--- src/rtl/sa_result_drain.sv ---
// sa_result_drain
// ----------------
// Drains the systolic core's per-column result buffers onto a single
// valid/ready stream. When every column reports valid, or when flush is
// raised with at least one column valid, the column words and the valid
// mask are captured into a local snapshot. The valid columns are then
// emitted in ascending index order, each word tagged with its column index,
// and m_last marks the final one. After the last transfer, rread pulses for
// one cycle so the core can release its buffers. The block then waits for
// the core to drop all of its valids before it re-arms.
//
// Ports
//   clk        clock
//   rstn       synchronous active-low reset
//   in_r       per-column result words from the core
//   in_v       per-column result-valid flags from the core (index 0 = column 0)
//   flush      force a drain of whichever columns are currently valid
//   rread      one-cycle pulse: buffered results have been consumed
//   m_data     streamed result word
//   m_col      column index of m_data
//   m_valid    stream word valid
//   m_last     final word of the current frame
//   m_ready    downstream accepts the word
//   busy       high in any state other than IDLE
//   frame_cnt  number of completed frames, wraps modulo 2^CNTW
module sa_result_drain #(
    parameter int ROWS     = 8,
    parameter int OUTWIDTH = 32,
    parameter int CNTW     = 16
) (
    input  logic                                    clk,
    input  logic                                    rstn,
    input  logic [OUTWIDTH-1:0]                     in_r [0:ROWS-1],
    input  logic [0:ROWS-1]                         in_v,
    input  logic                                    flush,
    output logic                                    rread,
    output logic [OUTWIDTH-1:0]                     m_data,
    output logic [((ROWS > 1) ? $clog2(ROWS) : 1)-1:0] m_col,
    output logic                                    m_valid,
    output logic                                    m_last,
    input  logic                                    m_ready,
    output logic                                    busy,
    output logic [CNTW-1:0]                         frame_cnt
);

    localparam int COLW = (ROWS > 1) ? $clog2(ROWS) : 1;

    typedef enum logic [1:0] {
        IDLE,
        STREAM,
        ACK,
        WAIT_CLR
    } state_t;

    state_t                state;
    state_t                state_next;
    logic [OUTWIDTH-1:0]   snap [0:ROWS-1];
    logic [0:ROWS-1]       mask;
    logic [COLW-1:0]       idx;
    logic [COLW-1:0]       next_idx;
    logic [COLW-1:0]       first_idx;
    logic                  has_next;
    logic                  trigger;

    // A flush with nothing valid would produce an empty frame, so it is
    // not treated as a trigger.
    assign trigger = (&in_v) || (flush && (|in_v));

    // Lowest valid column of the incoming frame. The loop runs downwards
    // so that the last hit, which wins, is the lowest index.
    always_comb begin
        first_idx = '0;
        for (int k = ROWS - 1; k >= 0; k--) begin
            if (in_v[k]) begin
                first_idx = COLW'(k);
            end
        end
    end

    // Next captured column above the current one. When none exists the
    // current word is the last of the frame.
    always_comb begin
        next_idx = idx;
        has_next = 1'b0;
        for (int k = ROWS - 1; k >= 0; k--) begin
            if (mask[k] && (COLW'(k) > idx)) begin
                next_idx = COLW'(k);
                has_next = 1'b1;
            end
        end
    end

    always_comb begin
        state_next = state;
        m_valid    = 1'b0;
        m_last     = 1'b0;
        m_data     = '0;
        m_col      = '0;
        rread      = 1'b0;
        busy       = 1'b1;
        case (state)
            IDLE: begin
                busy = 1'b0;
                if (trigger) begin
                    state_next = STREAM;
                end
            end
            STREAM: begin
                m_valid = 1'b1;
                m_data  = snap[idx];
                m_col   = idx;
                m_last  = !has_next;
                if (m_ready && !has_next) begin
                    state_next = ACK;
                end
            end
            ACK: begin
                rread      = 1'b1;
                state_next = WAIT_CLR;
            end
            WAIT_CLR: begin
                // Re-arming early would capture the frame just drained.
                if (in_v == '0) begin
                    state_next = IDLE;
                end
            end
            default: begin
                state_next = IDLE;
            end
        endcase
    end

    // The snapshot is written only on the trigger edge. This keeps the
    // in-flight frame isolated from whatever the core does during streaming.
    always_ff @(posedge clk) begin
        if (!rstn) begin
            state     <= IDLE;
            mask      <= '0;
            idx       <= '0;
            frame_cnt <= '0;
            for (int k = 0; k < ROWS; k++) begin
                snap[k] <= '0;
            end
        end else begin
            state <= state_next;
            case (state)
                IDLE: begin
                    if (trigger) begin
                        mask <= in_v;
                        idx  <= first_idx;
                        for (int k = 0; k < ROWS; k++) begin
                            snap[k] <= in_r[k];
                        end
                    end
                end
                STREAM: begin
                    if (m_ready && has_next) begin
                        idx <= next_idx;
                    end
                end
                ACK: begin
                    frame_cnt <= frame_cnt + CNTW'(1);
                end
                default: begin
                end
            endcase
        end
    end

endmodule
--- config.mk ---
export PLATFORM = sky130hd
export DESIGN_NAME = sa_result_drain
export DESIGN_NICKNAME = d
export VERILOG_FILES = /design/src/rtl/sa_result_drain.sv
export SDC_FILE = /design/constraint.sdc
export NUM_CORES = 1
export LEC_CHECK = 0
export ABC_AREA = 1
export BUFFER_PORTS_ARGS = -buffer_cell sky130_fd_sc_hd__buf_2
export CAP_MARGIN = 20
export CORE_ASPECT_RATIO = 0.7
export CORE_MARGIN = 2
export CORE_UTILIZATION = 40
export CTS_BUF_LIST = sky130_fd_sc_hd__clkbuf_4 sky130_fd_sc_hd__clkbuf_8
export CTS_CLUSTER_DIAMETER = 40
export DETAILED_ROUTE_END_ITERATION = 8
export PLACE_DENSITY_LB_ADDON = 0.12
export SLEW_MARGIN = 5
export SYNTH_ARGS = -nofsm -noshare
export SYNTH_HDL_FRONTEND = slang
export SYNTH_SLANG_ARGS = --single-unit
--- constraint.sdc ---
create_clock -name clk -period 8.4 [get_ports clk]
set_clock_uncertainty 0.1 [all_clocks]
set_input_delay 1.68 -clock clk [delete_from_list [all_inputs] [get_ports clk]]
set_output_delay 1.68 -clock clk [all_outputs]
set_load 0.02 [all_outputs]
# Yosys cells after proc, flatten, opt, wreduce, memory -nomap -nowiden
# Memory sizes are Yosys's and may differ from the RTL's. A register that Yosys moved wholly into a read port is not among the register bits.
# Index checks and enable logic that the tools add are counted.
word_totals:
  ff_bits: 29
  ram_bits: 256
  in_bits: 268
  out_inout_bits: 55
  wordCells: 103
  mem_count: 1
op_classes:
  add_sub_neg: 1
  order_cmp: 8
  eq_ne: 8
  n_mux: 52
  bitwise: 8
  n_reduce_logical: 21
memory_table:
  columns: ["memory", "words", "word_bits", "read_ports", "rd_ports_with_merged_regs", "write_ports", "line_no", "rtl"]
  rows:
  - ["snap", 8, 32, 1, 1, 8, "57", "logic [OUTWIDTH-1:0] snap [0:ROWS-1];"]
ops:
  columns: ["cell", "n"]
  rows:
  - ["32-bit 2-to-1 mux", 9]
  - ["3-bit 2-to-1 mux", 21]
  - ["1-bit 2-to-1 mux", 17]
  - ["16-bit by 1-bit adder with 16-bit output, second input constant", 1]
  - ["3-bit greater-than comparator, first input constant", 4]
  - ["1-bit logical AND", 11]
  - ["9-bit inequality test, second input constant", 1]
  - ["8-bit zero test", 1]
  - ["2-bit inequality test, second input constant", 4]
  - ["1-bit bitwise OR", 8]
  - ["2-bit case mux with 4 select lines", 1]
  - ["8-bit AND reduction", 1]
  - ["8-bit OR reduction", 1]
  - ["1-bit by 3-bit greater-than comparator with 1-bit output, first input constant", 2]
  - ["2-bit by 3-bit greater-than comparator with 1-bit output, first input constant", 2]
  - ["2-bit 2-to-1 mux", 3]
  - ["3-bit case mux with 2 select lines", 1]
  - ["2-bit == test, second input constant", 2]
  - ["4-bit AND reduction", 1]
  - ["3-bit AND reduction", 1]
  - ["2-bit by 1-bit == test with 1-bit output, second input constant", 1]
  - ["2-bit zero test", 1]
  - ["2-bit AND reduction", 1]
  - ["2-bit nonzero test", 1]
  - ["2 further kinds", 2]

# Depth between registers and ports, before layout
# Gate-level depths: netlist of run 1.
logic_depth:
  ltp_word: 15
  mapped_depth: 11
  depth_no_buf: 11

# Worst setup path before layout of run 1
# No wires, ideal clock.
synth_timing:
  kind: "input to register"
  startpoint: "input port in_v[7] (netlist bit)"
  endpoint: "memory snap[0][0], enable pin"
  setup_ns: 1.958
  arrival_ns: 6.435
  required_ns: 6.342
  slack_ns: -0.093
  stages: 6
  n_path_buf: 0
  path_cell_list: "nor2_1 -> nand2_1 -> o21ai_1 -> nand2_1 -> nand2_1 -> nand2_1"
synth_lines:
  columns: ["item", "line_no", "rtl"]
  rows:
  - ["start: declaration", "34", "input logic [0:ROWS-1] in_v,"]
  - ["end: declaration", "57", null]

==> flow_summary.json, run 1 <==
{
  "outcome": "complete, no violations",
  "dpl.cell_count": 2246,
  "tns_ns": 0,
  "drt-vias-per-instance": 4.79,
  "path_clk_slew_ns": 0.06,
  "holdWs_ns": 0.403,
  "critical-path-max-stage-delay_ns": 0.78,
  "die_h_um": 159,
  "port_buffers": 322,
  "grt_max_degree": 125,
  "grt.overflow.total": 0,
  "hold_class": "reg2reg",
  "dieArea_mm2": 0.0360,
  "ys_seq_area_share_pct": 60.2,
  "syn_inst": 1538,
  "synth-seq-cells": 287,
  "cpMaxStageDelayCell": "buf_4",
  "p_leak_nw": 8.21,
  "drc": 0,
  "drt.antenna.violating_nets": 0,
  "seqCellArea_mm2": 0.00832,
  "drv_slew": 0,
  "met2_usage_pct": 34.7,
  "postRouteWirelength_mm": 39.1,
  "syn-num-nets": 1812,
  "dpl.hpwl_mm": 26.0,
  "cts-resized-gates": 0,
  "cts_setup_buffers": 0,
  "crit_arrival_ns": 3.11,
  "cts_buffers": 47,
  "setup_violations": 0,
  "drive_gt1_share_pct": 23.2,
  "ctsHtreeMaxLevel": 2,
  "antenna_found_initial": 4,
  "synth.distinct_cells": 26,
  "synth.cell_area_mm2": 0.0138,
  "wire_per_inst_um": 16.7,
  "endpoint_kind": "output pin",
  "fin_ws_ns": 3.51,
  "cts_sinks": 287,
  "track_usage_pct": 21.5,
  "coreArea_mm2": 0.0338,
  "pre_cts_ws_ns": 3.70,
  "crit_path_start_kind": "flip-flop",
  "cts_root_buffer": "clkbuf_8",
  "crit_required_ns": 6.62,
  "path_common_cell": "o21ai_0",
  "finalHoldViolCount": 0,
  "multi_input_area_mm2": 0.00395,
  "grt.busiest_layer": "met2",
  "drv_cap": 0,
  "holdBufCountCts": 0,
  "dr.pass1.iters": 5,
  "grt_use_met1_pct": 29.2,
  "worst-setup-path-type": "reg2out",
  "max_freq_mhz": 204,
  "via_count": 11185,
  "gp_congestion": 0.897,
  "path_max_fanout": 90,
  "num_rows": 56,
  "worstPathCellList": "buf_4 -> o21ai_0 -> o32ai_1 -> o21ai_0 -> nor2_1 -> buf_2",
  "grt_pass1_wl_mm": 60.2,
  "layout.nets": 2107,
  "grt_pass1_vias": 11193,
  "max-slew-margin-rel_pct": 30.6,
  "fin_crit_sh_pct": 58.3,
  "synth_area_per_cell_um2": 8.98,
  "insertion_delay_ns": 0.57,
  "cts_tree": "done",
  "cts_max_path_buffers": 3,
  "ios": 323,
  "use_met3_pct": 4.19,
  "worst_slew_pin_slew_ns": 1.04,
  "layout_min_cycle_time_ns": 4.89,
  "final_cells": 2337,
  "die_x_um": 226,
  "start_util_pct": 40.9,
  "rsz0062_at_grt": "false",
  "peakVddDrop_v": 0.000162,
  "fillCellCount": 3396,
  "area_growth_pct": 21.0,
  "initialDrtViolationCount": 912,
  "ys_warn_count": 0,
  "powerDensity_mw_per_mm2": 303
}
[Yosys cell counts (all sizes together)]
library cell  number  area [µm²]
nand3             27         135
clkbuf            45         169
a31oi              1        6.26
inv              299        1120
nor3b              2        15.0
o21ai            115         576
o32ai             64         561
ha                 6        75.1
buf               41         285
o22ai              2        12.5
a211oi             1        7.51
nor2             485        1870
dfxtp             31         621
nor3              10        50.1
nor4               2        12.5
edfxtp           256        7690
nand2            129         484
a21boi             1        7.51
nand4              4        25.0
a21oi             17        85.1
[metal layers]
layer  wire [µm]  vias to the layer above
met1       17600                     5212
met5           0                        -
li1            -                     5531
met2       18100                      382
met3        2510                       60
met4         902                        0
[worst max-delay path, delay by kind of cell (launching register included)]
kind	cells	cell delay [ns]
and+or+nand+nor	1	0.33
AOI/OAI and AO/OA	3	0.53
DFF	1	0.59
buffers and inverters	2	1.01
[cells in the final DEF (no fill, tap or decap), types with 4 or more instances in the layout]
cell	instances
clkbuf_4	13
o32ai_1	64
nand4_1	4
diode_2	4
nor2_1	465
buf_2	321
nand2_1	128
dfxtp_1	28
nor3_1	10
clkinv_2	4
inv_1	298
nor2_2	20
a21oi_1	17
clkbuf_8	51
edfxtp_1	256
ha_1	5
buf_4	8
clkinv_1	11
o21ai_0	114
nand3_1	26
[registers in the layout (all words and copies together) (netlist names), named ones only]
register / count
idx: 3
snap: 256
mask: 7
state: 2
frame_cnt: 16
[cell families after synthesis]
| logic type | share of synthesized area (%) |
|---|---|
| adder cells (fa/ha/maj) | 0.544 |
| buffers and inverters | 11.4 |
| AND/OR/NAND/NOR | 18.8 |
| AO/OA/AOI/OAI | 9.09 |
| flip-flops | 60.2 |
[area by class of cell]
| class | instances | area share (%) |
|---|---|---|
| antenna | 4 | 0.0599 |
| clock buffer | 64 | 4.79 |
| clock inverter | 21 | 1.04 |
| inverter | 299 | 6.73 |
| multi-input combinational | 866 | 23.7 |
| sequential | 287 | 49.8 |
| tap | 464 | 3.47 |
| timing repair buffer | 332 | 10.5 |
[per-stage QoR]
stage / util (%) / power [W] / instance area (µm²)
2_1_floorplan: - / 0.00325 / 13800
3_3_place_gp: 46.3 / 0.00376 / 15600
3_5_place_dp: 46.4 / 0.00379 / 15700
4_1_cts: 49.3 / 0.00509 / 16600
5_1_grt: 49.5 / 0.00539 / 16700
6_report: 49.5 / 0.00506 / 16700
[final timing paths]
| check | start | endpoint | slack, ns | cells after the start |
|---|---|---|---|---|
| max | flip-flop | m_data[0] | 3.51 | 6 |
| min | frame_cnt[15]$_SDFFE_PN0P_ | frame_cnt[15]$_SDFFE_PN0P_ | 0.40 | 2 |
| max reg2reg | state[0]$_SDFFE_PN0P_ | snap[0][1]$_SDFFCE_PN0P_ | 5.11 | 5 |
| min reg2reg | frame_cnt[15]$_SDFFE_PN0P_ | frame_cnt[15]$_SDFFE_PN0P_ | 0.40 | 2 |
[where the power goes]
group          internal, W  switching [W]
clock network     0.000711       0.000581
registers          0.00192       0.000159
logic             0.000534        0.00116
total              0.00317        0.00190
No activity file was read; power rests on OpenSTA's default activity.
==> inputs of run 2 (changes only) <==
ABC_AREA = 0   (was 1)
clock period = 5.05 ns   (was 8.4 ns; I/O delays follow)
==> run 2 against run 1 <==
Against the previous run: the run now ends with DRC left; largest cell class unchanged; cell area fell by 3.2%; critical path type unchanged; routed wire length fell by 17%; synthesized cell count fell by 42%; worst setup slack got worse by 2.3 ns; register-to-register slack got worse by 2.8 ns.
==> flow_summary.json, run 2 <==
{
  "outcome": "finished with violations",
  "violations": "DRC",
  "seqCellArea_mm2": 0.00832,
  "layout_commonest_cell": "buf_2",
  "max_freq_mhz": 259,
  "rsz0062_at_grt": "false",
  "synth_area_per_cell_um2": 14.9,
  "critical-path-max-stage-delay_ns": 0.77,
  "drv_cap": 0,
  "worst-setup-path-type": "reg2out",
  "crit_arrival_ns": 2.74,
  "crit_path_end": "m_data[14]",
  "crit_required_ns": 3.94,
  "synth.cell_area_mm2": 0.0133,
  "drive_gt1_share_pct": 38.9,
  "multi_input_area_mm2": 0.00461,
  "port_buffers": 322,
  "ios": 323,
  "crit_path_start_kind": "flip-flop",
  "drt-vias-per-instance": 4.83,
  "p_leak_nw": 6.48,
  "cts_setup_buffers": 0,
  "initialDrtViolationCount": 611,
  "r2r_setup_slack_ns": 2.35,
  "path_clk_slew_ns": 0.06,
  "cts-resized-gates": 0,
  "cts_max_path_buffers": 3,
  "area_growth_pct": 21.8,
  "path_max_fanout": 28,
  "layout_common_cells": "322 x buf_2, 259 x and2_1, 256 x edfxtp_1, 64 x mux4_2, 48 x clkbuf_8",
  "tns_ns": 0,
  "fin_crit_sh_pct": 76.3,
  "grt.overflow.total": 0,
  "max-slew-margin-rel_pct": 28.4,
  "die_h_um": 156,
  "syn-num-nets": 1165,
  "drv_slew": 0,
  "postRouteWirelength_mm": 32.3,
  "gp_congestion": 0.824,
  "setup_violations": 0,
  "layout_min_cycle_time_ns": 3.85,
  "ys_seq_area_share_pct": 62.6,
  "grt_pass1_wl_mm": 48.4,
  "hold_class": "reg2reg",
  "drt.antenna.violating_nets": 0,
  "antenna_found_initial": 10,
  "cts_root_buffer": "clkbuf_8",
  "synth_top_area_share_pct": 57.9,
  "synthArstFlopShare_pct": 0,
  "cts_tree": "done",
  "synth-main-ff-cell": "edfxtp_1",
  "final_area_mm2": 0.0162,
  "top_register": "snap",
  "cts_buffers": 46,
  "num_rows": 55,
  "insertion_delay_ns": 0.54,
  "drc": 24,
  "start_util_pct": 40.9,
  "reg2regPathDepth": 5,
  "synth-seq-cells": 287,
  "largest_register_ffs": 256,
  "finalHoldViolCount": 0,
  "placed_area_mm2": 0.0152,
  "syn_inst": 891,
  "cts_sinks": 287,
  "layout.nets": 1489,
  "track_usage_pct": 18.4,
  "grt_max_degree": 113,
  "cpMaxStageDelayCell": "dfxtp_4",
  "dr.pass1.iters": 7,
  "dpl.hpwl_mm": 21.4,
  "r2r_start": "state[0]$_SDFFE_PN0P_",
  "grt_pass1_vias": 8260,
  "synthTopCellsByCount": "259 x and2_1, 256 x edfxtp_1, 64 x mux4_2, 44 x mux2i_1, 32 x nor2b_1",
  "reg_top3": "snap: 256 flops, frame_cnt: 16 flops, mask: 7 flops",
  "holdBufCountCts": 0,
  "synth_edf_count": 256,
  "powerDensity_mw_per_mm2": 461,
  "worstPathCellList": "buf_4 -> mux4_2 -> mux2i_1 -> nor2b_1 -> buf_2",
  "synth.distinct_cells": 53,
  "fillCellCount": 2896,
  "synth_area_leaders": "edfxtp_1 58%, and2_1 12%, mux4_2 11%",
  "coreArea_mm2": 0.0325,
  "die_x_um": 222,
  "wire_per_inst_um": 19.2,
  "worst_slew_pin_slew_ns": 1.07,
  "peakVddDrop_v": 0.000207,
  "ctsHtreeMaxLevel": 2,
  "endpoint_kind": "output pin",
  "synth_top_area_cell": "edfxtp_1",
  "ys_warn_count": 0,
  "yosysMostFrequentCell": "and2_1",
  "reg2reg_to": "snap[5][3]$_SDFFCE_PN0P_",
  "via_count": 8110,
  "dieArea_mm2": 0.0347
}
[run 2: cell count changes after synthesis, moves of 24 or more]
cell      delta
mux2i_1     +44
o21ai_0    -104
and2_1     +259
clkbuf_1    -24
nand2_1    -114
mux4_2      +64
nor2_1     -434
inv_1      -289
nor2b_1     +32
o32ai_1     -64
[run 2: area by class of cell]
type | instances | area share (%)
antenna | 6 | 0.0928
clock inverter | 17 | 0.944
tap | 427 | 3.30
sequential | 287 | 51.4
multi-input combinational | 536 | 28.5
timing repair buffer | 333 | 10.7
clock buffer | 63 | 4.78
inverter | 11 | 0.255
[run 2: per-stage QoR]
| stage | std cells | worst slack (ns) | hold WS, ns | power [W] | utilization (%) |
|---|---|---|---|---|---|
| floorplan | 891 | 1.20 | 0.368 | 0.00492 | - |
| global placement | 1594 | 1.20 | 0.390 | 0.00547 | 46.9 |
| detailed placement | 1594 | 1.17 | 0.399 | 0.00550 | 46.9 |
| CTS | 1674 | 1.09 | 0.408 | 0.00758 | 49.7 |
| global route | 1676 | 0.999 | 0.428 | 0.00786 | 49.8 |
| finish | 1680 | 1.20 | 0.402 | 0.00746 | 49.8 |
[run 2: how the worst min path moves through the flow]
| stage | from | to | cells after the start |
|---|---|---|---|
| 2_1_floorplan | state[1]$_SDFFE_PN0P_ | state[1]$_SDFFE_PN0P_ | 2 |
| 3_3_place_gp | state[1]$_SDFFE_PN0P_ | state[1]$_SDFFE_PN0P_ | 2 |
| 3_5_place_dp | state[1]$_SDFFE_PN0P_ | state[1]$_SDFFE_PN0P_ | 2 |
| 4_1_cts | state[1]$_SDFFE_PN0P_ | state[1]$_SDFFE_PN0P_ | 2 |
| 5_1_grt | state[0]$_SDFFE_PN0P_ | state[0]$_SDFFE_PN0P_ | 2 |
| 6_report | state[0]$_SDFFE_PN0P_ | state[0]$_SDFFE_PN0P_ | 2 |
[run 2: report_power, final]
group          internal [W]  switching, W
Clock               0.00114      0.000916
Sequential          0.00324      0.000302
Combinational      0.000915      0.000943
[run 2: layer usage]
layer  global-route usage, %  wire length (µm)
met4                    4.67               445
met1                    25.9             14800
met5                       0                65
met3                    4.73              2110
met2                    28.7             14900
[run 2: cells by family after synthesis]
family | count (synthesis) | share of synthesized area [%]
and+or+nand+nor | 372 | 16.9
DFF | 287 | 62.6
muxes | 108 | 14.2
buffers and inverters | 68 | 2.86
AOI/OAI and AO/OA | 37 | 2.05
xor gates and xnor gates | 13 | 0.858
adders and majority gates | 6 | 0.565
[run 2: worst max-delay path: cells and delay by family, from the launching register on]
family / cells / cell delay [ns]
flops: 1 / 0.77
mux: 2 / 0.77
buf+inv: 2 / 0.55
simple gates: 1 / 0.09
